[config.mk]
export PLATFORM = sky130hd
export DESIGN_NAME = ysyx_24070016_wbu
export DESIGN_NICKNAME = d
export VERILOG_FILES = /design/src/rtl/ysyx_24070016_wbu.sv
export SDC_FILE = /design/constraint.sdc
export NUM_CORES = 1
export LEC_CHECK = 0
export BUFFER_PORTS_ARGS = -buffer_cell sky130_fd_sc_hd__buf_2
export CORE_ASPECT_RATIO = 0.8
export CORE_UTILIZATION = 46
export DETAILED_ROUTE_END_ITERATION = 6
export PLACE_DENSITY = 0.78
export SLEW_MARGIN = 30
export SYNTH_ARGS = -nofsm -noshare
export SYNTH_HDL_FRONTEND = slang
export SYNTH_SLANG_ARGS = --single-unit
[constraint.sdc]
create_clock -name clk -period 2.5 [get_ports clk]
set_input_delay 0.25 -clock clk [delete_from_list [all_inputs] [get_ports clk]]
set_output_delay 0.25 -clock clk [all_outputs]
set_load 0.01 [all_outputs]
[src/rtl/ysyx_24070016_wbu.sv]
// Write-back unit: retires execute results, waits for load data, drives the
// register-file write port and answers scoreboard (busy) queries for hazards.
module ysyx_24070016_wbu #(
    parameter int ADDR_WIDTH = 5,
    parameter int DATA_WIDTH = 32,
    parameter int NREG       = 16
) (
    input  logic                  clk,
    input  logic                  rst,
    input  logic                  exu_valid,
    output logic                  exu_ready,
    input  logic                  exu_wen,
    input  logic                  exu_is_load,
    input  logic [ADDR_WIDTH-1:0] exu_rd,
    input  logic [DATA_WIDTH-1:0] exu_data,
    input  logic                  lsu_valid,
    input  logic [DATA_WIDTH-1:0] lsu_data,
    output logic                  rf_wen,
    output logic [ADDR_WIDTH-1:0] rf_waddr,
    output logic [DATA_WIDTH-1:0] rf_wdata,
    input  logic [ADDR_WIDTH-1:0] chk_addr1,
    input  logic [ADDR_WIDTH-1:0] chk_addr2,
    output logic                  chk_busy1,
    output logic                  chk_busy2,
    output logic [31:0]           retired,
    output logic                  err
);

    localparam logic [0:0] IDLE      = 1'b0;
    localparam logic [0:0] WAIT_LOAD = 1'b1;

    // True for a writable destination: nonzero and below NREG.
    function automatic logic rd_ok(input logic [ADDR_WIDTH-1:0] a);
        return (a != {ADDR_WIDTH{1'b0}}) && (32'(a) < 32'(NREG));
    endfunction

    function automatic logic [NREG-1:0] decode(input logic [ADDR_WIDTH-1:0] a);
        logic [NREG-1:0] oh;
        oh = {NREG{1'b0}};
        for (int i = 0; i < NREG; i++) begin
            oh[i] = (a == ADDR_WIDTH'(i));
        end
        return oh;
    endfunction

    function automatic logic busy_lookup(input logic [NREG-1:0] vec,
                                         input logic [ADDR_WIDTH-1:0] a);
        logic hit;
        hit = 1'b0;
        for (int i = 0; i < NREG; i++) begin
            hit = hit | (vec[i] & (a == ADDR_WIDTH'(i)));
        end
        return hit;
    endfunction

    logic [0:0]            state_r, state_s;
    logic [NREG-1:0]       busy_r, busy_s;
    logic [ADDR_WIDTH-1:0] load_rd_r, load_rd_s;
    logic                  rf_wen_r, rf_wen_s;
    logic [ADDR_WIDTH-1:0] rf_waddr_r, rf_waddr_s;
    logic [DATA_WIDTH-1:0] rf_wdata_r, rf_wdata_s;
    logic [31:0]           retired_r, retired_s;
    logic                  err_r, err_s;
    logic                  accept_s;

    assign exu_ready = (state_r == IDLE);
    assign accept_s  = exu_valid & exu_ready;

    // Next-state logic for the FSM, scoreboard, write port and counters.
    always_comb begin
        state_s    = state_r;
        busy_s     = busy_r;
        load_rd_s  = load_rd_r;
        rf_wen_s   = 1'b0;
        rf_waddr_s = rf_waddr_r;
        rf_wdata_s = rf_wdata_r;
        retired_s  = retired_r;
        err_s      = err_r;
        case (state_r)
            IDLE: begin
                if (lsu_valid) begin
                    err_s = 1'b1;
                end else begin
                    err_s = err_r;
                end
                if (accept_s && exu_is_load) begin
                    state_s   = WAIT_LOAD;
                    load_rd_s = exu_rd;
                    if (rd_ok(exu_rd)) begin
                        busy_s = busy_r | decode(exu_rd);
                    end else begin
                        busy_s = busy_r;
                    end
                end else if (accept_s) begin
                    retired_s = retired_r + 32'd1;
                    if (exu_wen && rd_ok(exu_rd)) begin
                        rf_wen_s   = 1'b1;
                        rf_waddr_s = exu_rd;
                        rf_wdata_s = exu_data;
                    end else begin
                        rf_wen_s = 1'b0;
                    end
                end else begin
                    state_s = IDLE;
                end
            end
            WAIT_LOAD: begin
                // No timeout: the load response is the only way out, besides reset.
                if (lsu_valid) begin
                    state_s   = IDLE;
                    busy_s    = busy_r & ~decode(load_rd_r);
                    retired_s = retired_r + 32'd1;
                    if (rd_ok(load_rd_r)) begin
                        rf_wen_s   = 1'b1;
                        rf_waddr_s = load_rd_r;
                        rf_wdata_s = lsu_data;
                    end else begin
                        rf_wen_s = 1'b0;
                    end
                end else begin
                    state_s = WAIT_LOAD;
                end
            end
            default: begin
                state_s = IDLE;
                busy_s  = {NREG{1'b0}};
            end
        endcase
    end

    // State registers; reset aborts any pending load and clears the scoreboard.
    always_ff @(posedge clk or posedge rst) begin
        if (rst) begin
            state_r    <= IDLE;
            busy_r     <= {NREG{1'b0}};
            load_rd_r  <= {ADDR_WIDTH{1'b0}};
            rf_wen_r   <= 1'b0;
            rf_waddr_r <= {ADDR_WIDTH{1'b0}};
            rf_wdata_r <= {DATA_WIDTH{1'b0}};
            retired_r  <= 32'd0;
            err_r      <= 1'b0;
        end else begin
            state_r    <= state_s;
            busy_r     <= busy_s;
            load_rd_r  <= load_rd_s;
            rf_wen_r   <= rf_wen_s;
            rf_waddr_r <= rf_waddr_s;
            rf_wdata_r <= rf_wdata_s;
            retired_r  <= retired_s;
            err_r      <= err_s;
        end
    end

    assign rf_wen   = rf_wen_r;
    assign rf_waddr = rf_waddr_r;
    assign rf_wdata = rf_wdata_r;
    assign retired  = retired_r;
    assign err      = err_r;

    // A register is also busy while its write is still on the write port.
    assign chk_busy1 = rd_ok(chk_addr1) &
                       (busy_lookup(busy_r, chk_addr1) | (rf_wen_r & (rf_waddr_r == chk_addr1)));
    assign chk_busy2 = rd_ok(chk_addr2) &
                       (busy_lookup(busy_r, chk_addr2) | (rf_wen_r & (rf_waddr_r == chk_addr2)));

endmodule

==> results of run 1 <==
==> flip-flops by register name (all words and copies together) (netlist names) <==
register / flops
busy_r: 16
err: 1
load_rd_r: 5
retired: 32
rf_waddr: 5
rf_wdata: 32
rf_wen: 1
state_r: 1
==> layer usage <==
| layer | share of wire (%) | up-vias |
|---|---|---|
| li1 | - | 1892 |
| met1 | 44 | 1869 |
| met2 | 47 | 187 |
| met3 | 7.3 | 27 |
| met4 | 2.0 | 0 |
| met5 | 0 | - |
==> power by group through the flow <==
| stage | Clock [mW] | Sequential, mW | Combinational [mW] |
|---|---|---|---|
| 3_5_place_dp | 0 | 2.23 | 1.37 |
| 4_1_cts | 1.45 | 2.22 | 1.37 |
| 3_3_place_gp | 0 | 2.22 | 1.32 |
| 5_1_grt | 1.50 | 2.28 | 1.49 |
| 6_report | 1.42 | 2.22 | 1.36 |
| 2_1_floorplan | 0 | 2.30 | 0.682 |
==> placed cells by master (no fill, tap or decap), drive strengths merged, types with 10 or more instances in the layout <==
| cell | n |
|---|---|
| nand3 | 15 |
| nor3 | 10 |
| inv | 10 |
| a21oi | 13 |
| xor2 | 12 |
| xnor2 | 28 |
| mux2i | 38 |
| nor4 | 12 |
| dfrtp | 93 |
| buf | 164 |
| o21ai | 42 |
| nor2 | 14 |
| clkbuf | 11 |
| nand2 | 61 |
==> cell families after synthesis <==
logic type	share of synthesized area [%]
AND/OR/NAND/NOR	16.6
multiplexers	12.3
buffers and inverters	3.25
AO/OA/AOI/OAI	10.2
adder cells (fa/ha/maj)	0.268
XOR/XNOR	7.51
flip-flops	49.9
==> metrics by stage <==
stage	setup WS [ps]	power (mW)	hold slack, ps
after floorplan	787	2.98	346
after global placement	694	3.54	384
after detailed placement	657	3.61	391
after CTS	366	5.04	28.3
after global routing	240	5.27	66.8
final	398	5.00	7.39
==> final cells by class <==
type	count	share of cell area [%]
Multi-Input combinational cell	320	37.2
Clock inverter	5	1.10
Timing Repair Buffer	164	14.6
Clock buffer	11	4.27
Tap cell	136	2.88
Sequential cell	93	39.4
Inverter	9	0.635
==> critical path: stages (launching register included) <==
cell	delay [ps]
dfrtp_1	420
xor2_1	180
nor4_1	270
nand3_1	110
o2111a_1	150
a211oi_1	220
buf_2	170
==> worst min-delay path by stage <==
| stage | cells after the start | end | slack [ps] | startpoint |
|---|---|---|---|---|
| finish | 2 | rf_wdata[6] | 7 | rst |
| global route | 2 | rf_wdata[5] | 70 | rst |
| CTS | 2 | rf_wdata[6] | 30 | rst |
| detailed placement | 2 | rf_wdata[6] | 390 | rst |
| global placement | 2 | rf_wdata[6] | 380 | rst |
| floorplan | 1 | state_r | 350 | lsu_valid |
==> impl_metrics.yaml, run 1 <==
detailed_routing:
  post-route-drc-count: 0
  ant_nets: 0
  dr.pass1.iters: 5
  wirelength_mm: 11.5
  vias: 3975
  drt-initial-drc-count: 211
  wire_per_inst_um: 15.6
  avgViaCountPerCell: 5.39
synthesis:
  synthFlopType: "dfrtp_1"
  yosys_warnings: 0
  synth_commonest_cells: "93 x dfrtp_1, 61 x nand2_1, 41 x o21ai_0"
  ys_types: 48
  yosysSeqAreaShare_pct: 49.9
  synth_top_cell_area_share_pct: 49.9
  synth_most_common_cell: "dfrtp_1"
  synth_async_sr_flop_share_pct: 100
  synth_area_per_cell_um2: 10.4
  synth_edf_count: 0
  syn_inst: 448
  ys_seq_elements: 93
  synthTopCellsByArea: "dfrtp_1 50%, mux2i_1 8.2%, xnor2_1 5.3%"
  synth_area_um2: 4660
  synth_top_area_cell: "dfrtp_1"
  syn_nets: 534
grt:
  top_usage_layer: "met2"
  grt_pass1_wl_mm: 18.8
  antenna_found_initial: 0
  grt_pass1_vias: 3905
  gr-usage-met3_pct: 6.68
  grt_use_met2_pct: 36.7
  use_met1_pct: 30.0
  grt_max_degree: 75
  grt-ovfl-total: 0
  globalRouteTotalUtil_pct: 22.8
flow_run:
  drv_cap: 0
sta:
  timing.slew.headroom_pct: 54.3
  rsz0062_at_grt: "false"
  max_freq_ghz: 0.476
  finalClockSkew_ps: 8.04
  slew_violations: 0
  setup_viol: 0
  tns_ps: 0
  worstMarginPinSlew_ps: 684
  fin_crit_sh_pct: 84.1
  period_needed_ps: 2100
  hold_viol: 0
place:
  dp_cells: 722
  port_buffers: 158
  post_dp_cell_area_um2: 5600
  place.gp.congestion: 0.946
  dp_hpwl_mm: 8.64
pwr:
  switchingPower_mw: 1.65
  seqPwrFrac_pct: 44.5
  leakage_nw: 2.92
  p_clk_share_pct: 28.3
  powerDensity_nw_per_um2: 845
  vdd_drop_max_mv: 0.568
  p_int_mw: 3.35
  comb_power_share_pct: 27.2
  switching_share_pct: 33.0
layout:
  fill_cells: 835
  fin_util_pct: 60.8
  register_area_um2: 2330
  final_cells: 738
  layout-drive-gt1-share_pct: 33.6
  final_cell_area_um2: 5910
  areaGrowthSynthToFinish_pct: 26.8
  finalNetCount: 683
  diodes: 0
  multi_input_area_um2: 2200
critical_path:
  start_kind: "flop"
  critical_path_required_ps: 2250
  crit_start: "rf_waddr[1]"
  arrival_ps: 1850
  r2r-start: "retired[3]"
  critPathCaptureType: "output pin"
  r2r-end: "retired[24]"
  cp_max_fo: 4
  worstRegToRegCells: 5
  crit_end: "chk_busy2"
  worst-r2r-setup-slack_ps: 650
  critical_path_class: "flop to output pin"
clocking:
  cts_buffer_depth: 2
  cts_tree: "built"
  cts_max_level: 3
  cts_buffers: 9
  cts_root_buffer: "clkbuf_16"
  clk-insertion-delay-late_ps: 330
  clock-sinks: 93
  hold_buffers: 0
  cts.repair.resized: 0
  post-cts-setup-buffers: 0
  cts.clk_slew.worst_paths_ps: 70
die:
  start_util_pct: 47.9
  ios: 159
  row_count: 32
  core_um2: 9730
  die_h_um: 92.1
  fp.dieW_um: 115
  dieArea_um2: 10500
worst_hold_path:
  min_path_type: "input pin to asynchronous set/reset pin"
status:
  status: "completed"
Power figures use the tool's default switching activity.
==> run 2, diff against run 1 <==
--- a/config.mk
+++ b/config.mk
@@ -7,9 +7,9 @@
 export LEC_CHECK = 0
 export BUFFER_PORTS_ARGS = -buffer_cell sky130_fd_sc_hd__buf_2
 export CORE_ASPECT_RATIO = 0.8
-export CORE_UTILIZATION = 46
+export CORE_UTILIZATION = 51
 export DETAILED_ROUTE_END_ITERATION = 6
-export PLACE_DENSITY = 0.78
+export PLACE_DENSITY = 0.82
 export SLEW_MARGIN = 30
 export SYNTH_ARGS = -nofsm -noshare
 export SYNTH_HDL_FRONTEND = slang
==> constraint.sdc (replaced) <==
create_clock -name clk -period 2 [get_ports clk]
set_input_delay 0.2 -clock clk [delete_from_list [all_inputs] [get_ports clk]]
set_output_delay 0.2 -clock clk [all_outputs]
set_load 0.01 [all_outputs]
==> run 2 against run 1 <==
  * Power increased by 26%
  * Highest routed layer unchanged
  * Non-clock buffer count up 6
  * Register-to-register slack worse by 540 ps
  * The run now ends with negative hold slack left
  * Clock-buffer cell count did not move
  * Sequential cell count unchanged
  * Combinational power grew 29%
  * Core utilization increased by 7.8 points
  * Sequential share of layout area is 0.21 points lower
==> impl_metrics.yaml, run 2 (synthesis results as in run 1) <==
die:
  fp.dieW_um: 109
  die_h_um: 87.5
  dieArea_um2: 9530
  row_count: 30
  core_um2: 8670
  start_util_pct: 53.8
  ios: 159
clocking:
  hold_buffers: 0
  cts_buffers: 9
  cts_buffer_depth: 2
  cts_root_buffer: "clkbuf_16"
  cts_tree: "built"
  cts_max_level: 3
  clk-insertion-delay-late_ps: 340
  clock-sinks: 93
  cts.clk_slew.worst_paths_ps: 60
worst_hold_path:
  min_path_type: "input pin to asynchronous set/reset pin"
grt:
  top_usage_layer: "met2"
  grt-ovfl-total: 0
  antenna_found_initial: 0
  globalRouteTotalUtil_pct: 25.3
  grt_pass1_wl_mm: 18.7
  grt_pass1_vias: 3851
  grt_use_met2_pct: 40.8
  use_met1_pct: 34.1
  grt_max_degree: 94
  gr-usage-met3_pct: 6.06
layout:
  finalNetCount: 689
  fill_cells: 654
  fin_util_pct: 68.6
  multi_input_area_um2: 2220
  layout-drive-gt1-share_pct: 34.3
  diodes: 0
  register_area_um2: 2330
  areaGrowthSynthToFinish_pct: 27.6
  mostFrequentLayoutCells: "158 x buf_2, 91 x dfrtp_1, 61 x nand2_1"
  final_cells: 719
  final_common_cell: "buf_2"
flow_run:
  drv_cap: 0
critical_path:
  critical_path_required_ps: 1800
  start_kind: "flop"
  max_stage_delay_ps: 400
  critical_path_class: "flop to output pin"
  critPathCaptureType: "output pin"
  path_cells: "xor2_1 > nor4_1 > nand3_1 > o2111a_1 > a211oi_2 > buf_2"
  cp_max_fo: 2
  slowest_stage: "dfrtp_1"
  arrival_ps: 1770
sta:
  worstMarginPinSlew_ps: 549
  fin_hold_ws_ps: -27.8
  hold_viol: 8
  max_freq_ghz: 0.507
  timing.slew.headroom_pct: 62.9
  setup_viol: 0
  slew_violations: 0
  finalClockSkew_ps: 8.56
  fin_crit_sh_pct: 98.6
  tns_ps: 0
  rsz0062_at_grt: "true"
  period_needed_ps: 1970
place:
  place.gp.congestion: 0.887
  dp_hpwl_mm: 8.34
  port_buffers: 158
  dp_cells: 700
status:
  status: "finished, violations left"
  violations: "negative hold slack"
pwr:
  power_mw: 6.31
  vdd_drop_max_mv: 0.614
  powerDensity_nw_per_um2: 1060
  leakage_nw: 2.97
detailed_routing:
  wire_per_inst_um: 15.8
  wirelength_mm: 11.4
  dr.pass1.iters: 5
  drt-initial-drc-count: 234
  avgViaCountPerCell: 5.49
  ant_nets: 0
  vias: 3947
  post-route-drc-count: 0
-- run 2: changes by cell type in the layout (fill, tap and decap cells not counted), sizes merged --
cell,change
inv,-2
bufinv,+1
buf,+6
-- run 2: per-stage QoR --
step | setup slack (ps) | area [µm²]
4_1_cts | 9.11 | 5920
2_1_floorplan | 337 | 4670
6_report | 28.5 | 5950
5_1_grt | -57.6 | 5950
3_3_place_gp | 237 | 5590
3_5_place_dp | 145 | 5590
-- run 2: report_power, final --
part | internal [mW] | total (mW) | switching [mW]
sequential | 2.36 | 2.76 | 0.401
combinational | 0.810 | 1.76 | 0.953
clock | 1.09 | 1.78 | 0.695
total | 4.26 | 6.31 | 2.05
-- run 2: layout make-up --
cell class              instances  share of cell area, %
clock inverters                 4                   1.24
flip-flops and latches         93                   39.2
well taps                     112                   2.36
inverters                       9                  0.631
clock buffers                  11                   3.91
multi-input cells             320                   37.3
repair buffers                170                   15.4
-- run 2: metal layers --
layer	routed length [µm]	share of wire, %
met1	5080	45
met2	5480	48
met3	674	5.9
met4	150	1.3
met5	0	0
-- run 2: path summary, 6_finish.rpt --
| check | depth (start not counted) | start | slack, ps | end |
|---|---|---|---|---|
| setup / recovery | 6 | rf_waddr[1] | 30 | chk_busy2 |
| hold / removal | 3 | rst | -30 | rf_wdata[5] |
| setup reg to reg | 6 | retired[3] | 110 | retired[22] |
| hold reg to reg | 1 | retired[31] | 470 | retired[31] |
| max in group asynchronous | 3 | rst | 1610 | rf_waddr[3] |
| min in group clk | 3 | exu_data[7] | 160 | rf_wdata[7] |
-- run 2: worst max-delay path, delay by kind of cell, from the launching register on --
kind,cells,cell delay (ps)
simple gates,2,400
xor+xnor,1,140
buf+inv,1,150
flops,1,400
compound gates,2,340
-- run 2: timing repair --
action                                  4_1_cts  5_1_grt
gates resized for setup                       1        3
pin swaps                                     4        1
setup buffers                                 3        1
endpoints found under the setup margin        1        8
endpoints found under the hold margin         0        0
==> run 3, diff against run 2 <==
--- a/config.mk
+++ b/config.mk
@@ -7,10 +7,12 @@
 export LEC_CHECK = 0
 export BUFFER_PORTS_ARGS = -buffer_cell sky130_fd_sc_hd__buf_2
 export CORE_ASPECT_RATIO = 0.8
-export CORE_UTILIZATION = 51
+export CORE_UTILIZATION = 46
 export DETAILED_ROUTE_END_ITERATION = 6
-export PLACE_DENSITY = 0.82
+export MAX_ROUTING_LAYER = met4
+export PLACE_DENSITY = 0.78
 export SLEW_MARGIN = 30
 export SYNTH_ARGS = -nofsm -noshare
 export SYNTH_HDL_FRONTEND = slang
 export SYNTH_SLANG_ARGS = --single-unit
+export TNS_END_PERCENT = 5
==> constraint.sdc (replaced) <==
create_clock -name clk -period 1.6 [get_ports clk]
set_input_delay 0.16 -clock clk [delete_from_list [all_inputs] [get_ports clk]]
set_output_delay 0.16 -clock clk [all_outputs]
set_load 0.01 [all_outputs]
==> run 3 against run 2 <==
  * Non-clock buffer count is 38 higher
  * Design area is 6.8% higher
  * First-iteration DRC count is 14% higher
  * Global-route usage is 1.7 points lower
  * Sequential power is 22% higher
  * Cell count is 8.8% higher
  * Clock-buffer cell count stayed put
  * The run ends with negative setup slack left
  * Setup slack worse by 360 ps
  * Combinational power is 44% higher
  * Power is 27% higher
  * Register-to-register slack worse by 120 ps
  * Sequential cell count stayed put
==> impl_metrics.yaml, run 3 (synthesis results as in run 1) <==
critical_path:
  cp_max_fo: 3
  start_kind: "flop"
  arrival_ps: 1770
  max_stage_delay_ps: 450
  critical_path_required_ps: 1440
  slowest_stage: "mux4_2"
  critPathCaptureType: "output pin"
  critical_path_class: "flop to output pin"
  path_cells: "buf_4 > mux4_2 > inv_1 > o21ai_0 > nand2_1 > a211oi_2 > buf_2"
sta:
  finalClockSkew_ps: 7.77
  slew_violations: 0
  max_freq_ghz: 0.518
  worstMarginPinSlew_ps: 608
  period_needed_ps: 1930
  hold_viol: 0
  fin_hold_ws_ps: 110
  rsz0062_at_grt: "true"
  fin_crit_sh_pct: 121
  setup_viol: 3
  fin_ws_ps: -331
  timing.slew.headroom_pct: 59.1
layout:
  final_cell_area_um2: 6350
  diodes: 0
  multi_input_area_um2: 2310
  finalNetCount: 727
  mostFrequentLayoutCells: "158 x buf_2, 92 x dfrtp_1, 60 x nand2_1"
  layout-drive-gt1-share_pct: 41.0
  register_area_um2: 2330
  final_common_cell: "buf_2"
  fill_cells: 785
  areaGrowthSynthToFinish_pct: 36.2
die:
  die_h_um: 92.1
  dieArea_um2: 10500
  row_count: 32
  fp.dieW_um: 115
  start_util_pct: 47.9
  ios: 159
  core_um2: 9730
detailed_routing:
  dr.pass1.iters: 5
  wire_per_inst_um: 15.1
  avgViaCountPerCell: 5.26
  vias: 4111
  post-route-drc-count: 0
  drt-initial-drc-count: 267
  ant_nets: 0
  wirelength_mm: 11.8
pwr:
  powerDensity_nw_per_um2: 1260
  leakage_nw: 3.14
  vdd_drop_max_mv: 0.811
clocking:
  cts_root_buffer: "clkbuf_16"
  cts.clk_slew.worst_paths_ps: 60
  cts_tree: "built"
  cts_buffers: 9
  clock-sinks: 93
  clk-insertion-delay-late_ps: 330
  cts_max_level: 3
  cts_buffer_depth: 2
grt:
  grt_max_degree: 65
  globalRouteTotalUtil_pct: 23.6
  antenna_found_initial: 0
  grt-ovfl-total: 0
  grt_pass1_vias: 3994
  grt_pass1_wl_mm: 19.0
place:
  dp_hpwl_mm: 8.84
  post_dp_cell_area_um2: 5900
  place.gp.congestion: 0.943
  port_buffers: 158
status:
  status: "finished, violations left"
  violations: "negative setup slack"
worst_hold_path:
  min_path_type: "input pin to flop"
flow_run:
  drv_cap: 0
run 3: changes by cell type in the layout (fill, tap and decap cells not counted), moves of 3 or more:
cell     change
buf_4       +35
nor3_2       +3
o21ai_0      -3
nor4_2       +4
buf_6        +3
o21ai_1      +3
nor4_1       -4
run 3: layer usage:
layer,global-route usage (%),part of all wire [%],vias up
li1,-,-,1975
met1,30.8,44,1960
met2,37.6,49,152
met3,4.89,5.3,24
met4,6.71,1.8,0
met5,-,0,-
run 3: worst max-delay path: cells and delay by family (launching register included):
kind,cells,cell delay [ps]
buffers and inverters,3,360
multiplexers,1,450
AO/OA/AOI/OAI,2,130
flip-flops,1,410
AND/OR/NAND/NOR,1,90
run 3: stage by stage:
step	util (%)	worst slack, ps	instances	power (mW)	setup TNS (ps)
finish	65.3	-331	782	8.03	-655
global route	65.3	-422	782	8.45	-1860
CTS	64.3	-338	781	8.01	-714
detailed placement	60.6	-94.4	762	5.83	-783
global placement	60.6	-39.6	762	5.72	-113
floorplan	-	-45.6	448	4.66	-322
run 3: power by group:
group          internal [mW]  switching (mW)
logic                   1.19            1.34
registers               2.95           0.414
clock network           1.26           0.876
total                   5.40            2.63
run 3: what timing repair did:
item | 4_1_cts | 5_1_grt
hold buffers | 1 | 0
setup endpoints to repair | 31 | 70
hold endpoints to repair | 93 | 0
gates resized for setup | 7 | 24
setup buffers | 2 | 1
pin swaps | 5 | 11
run 3: final cells by class:
type                       count  share of cell area [%]
clock buffer                  11                    3.82
clock inverter                 5                   0.946
inverter                       9                   0.591
multi-input combinational    320                    36.3
sequential                    93                    36.7
tap                          136                    2.68
timing repair buffer         208                    19.0
run 3: path summary, 6_finish.rpt:
kind | start | end | slack, ps | depth (start not counted)
max in group asynchronous | rst | rf_wdata[26] | 810 | 4
max | busy_r[2] | chk_busy2 | -330 | 7
min reg2reg | retired[31] | retired[31] | 470 | 1
min in group asynchronous | rst | rf_wdata[6] | 490 | 4
min | exu_data[24] | rf_wdata[24] | 110 | 3
max reg2reg | state_r | retired[23] | -10 | 6
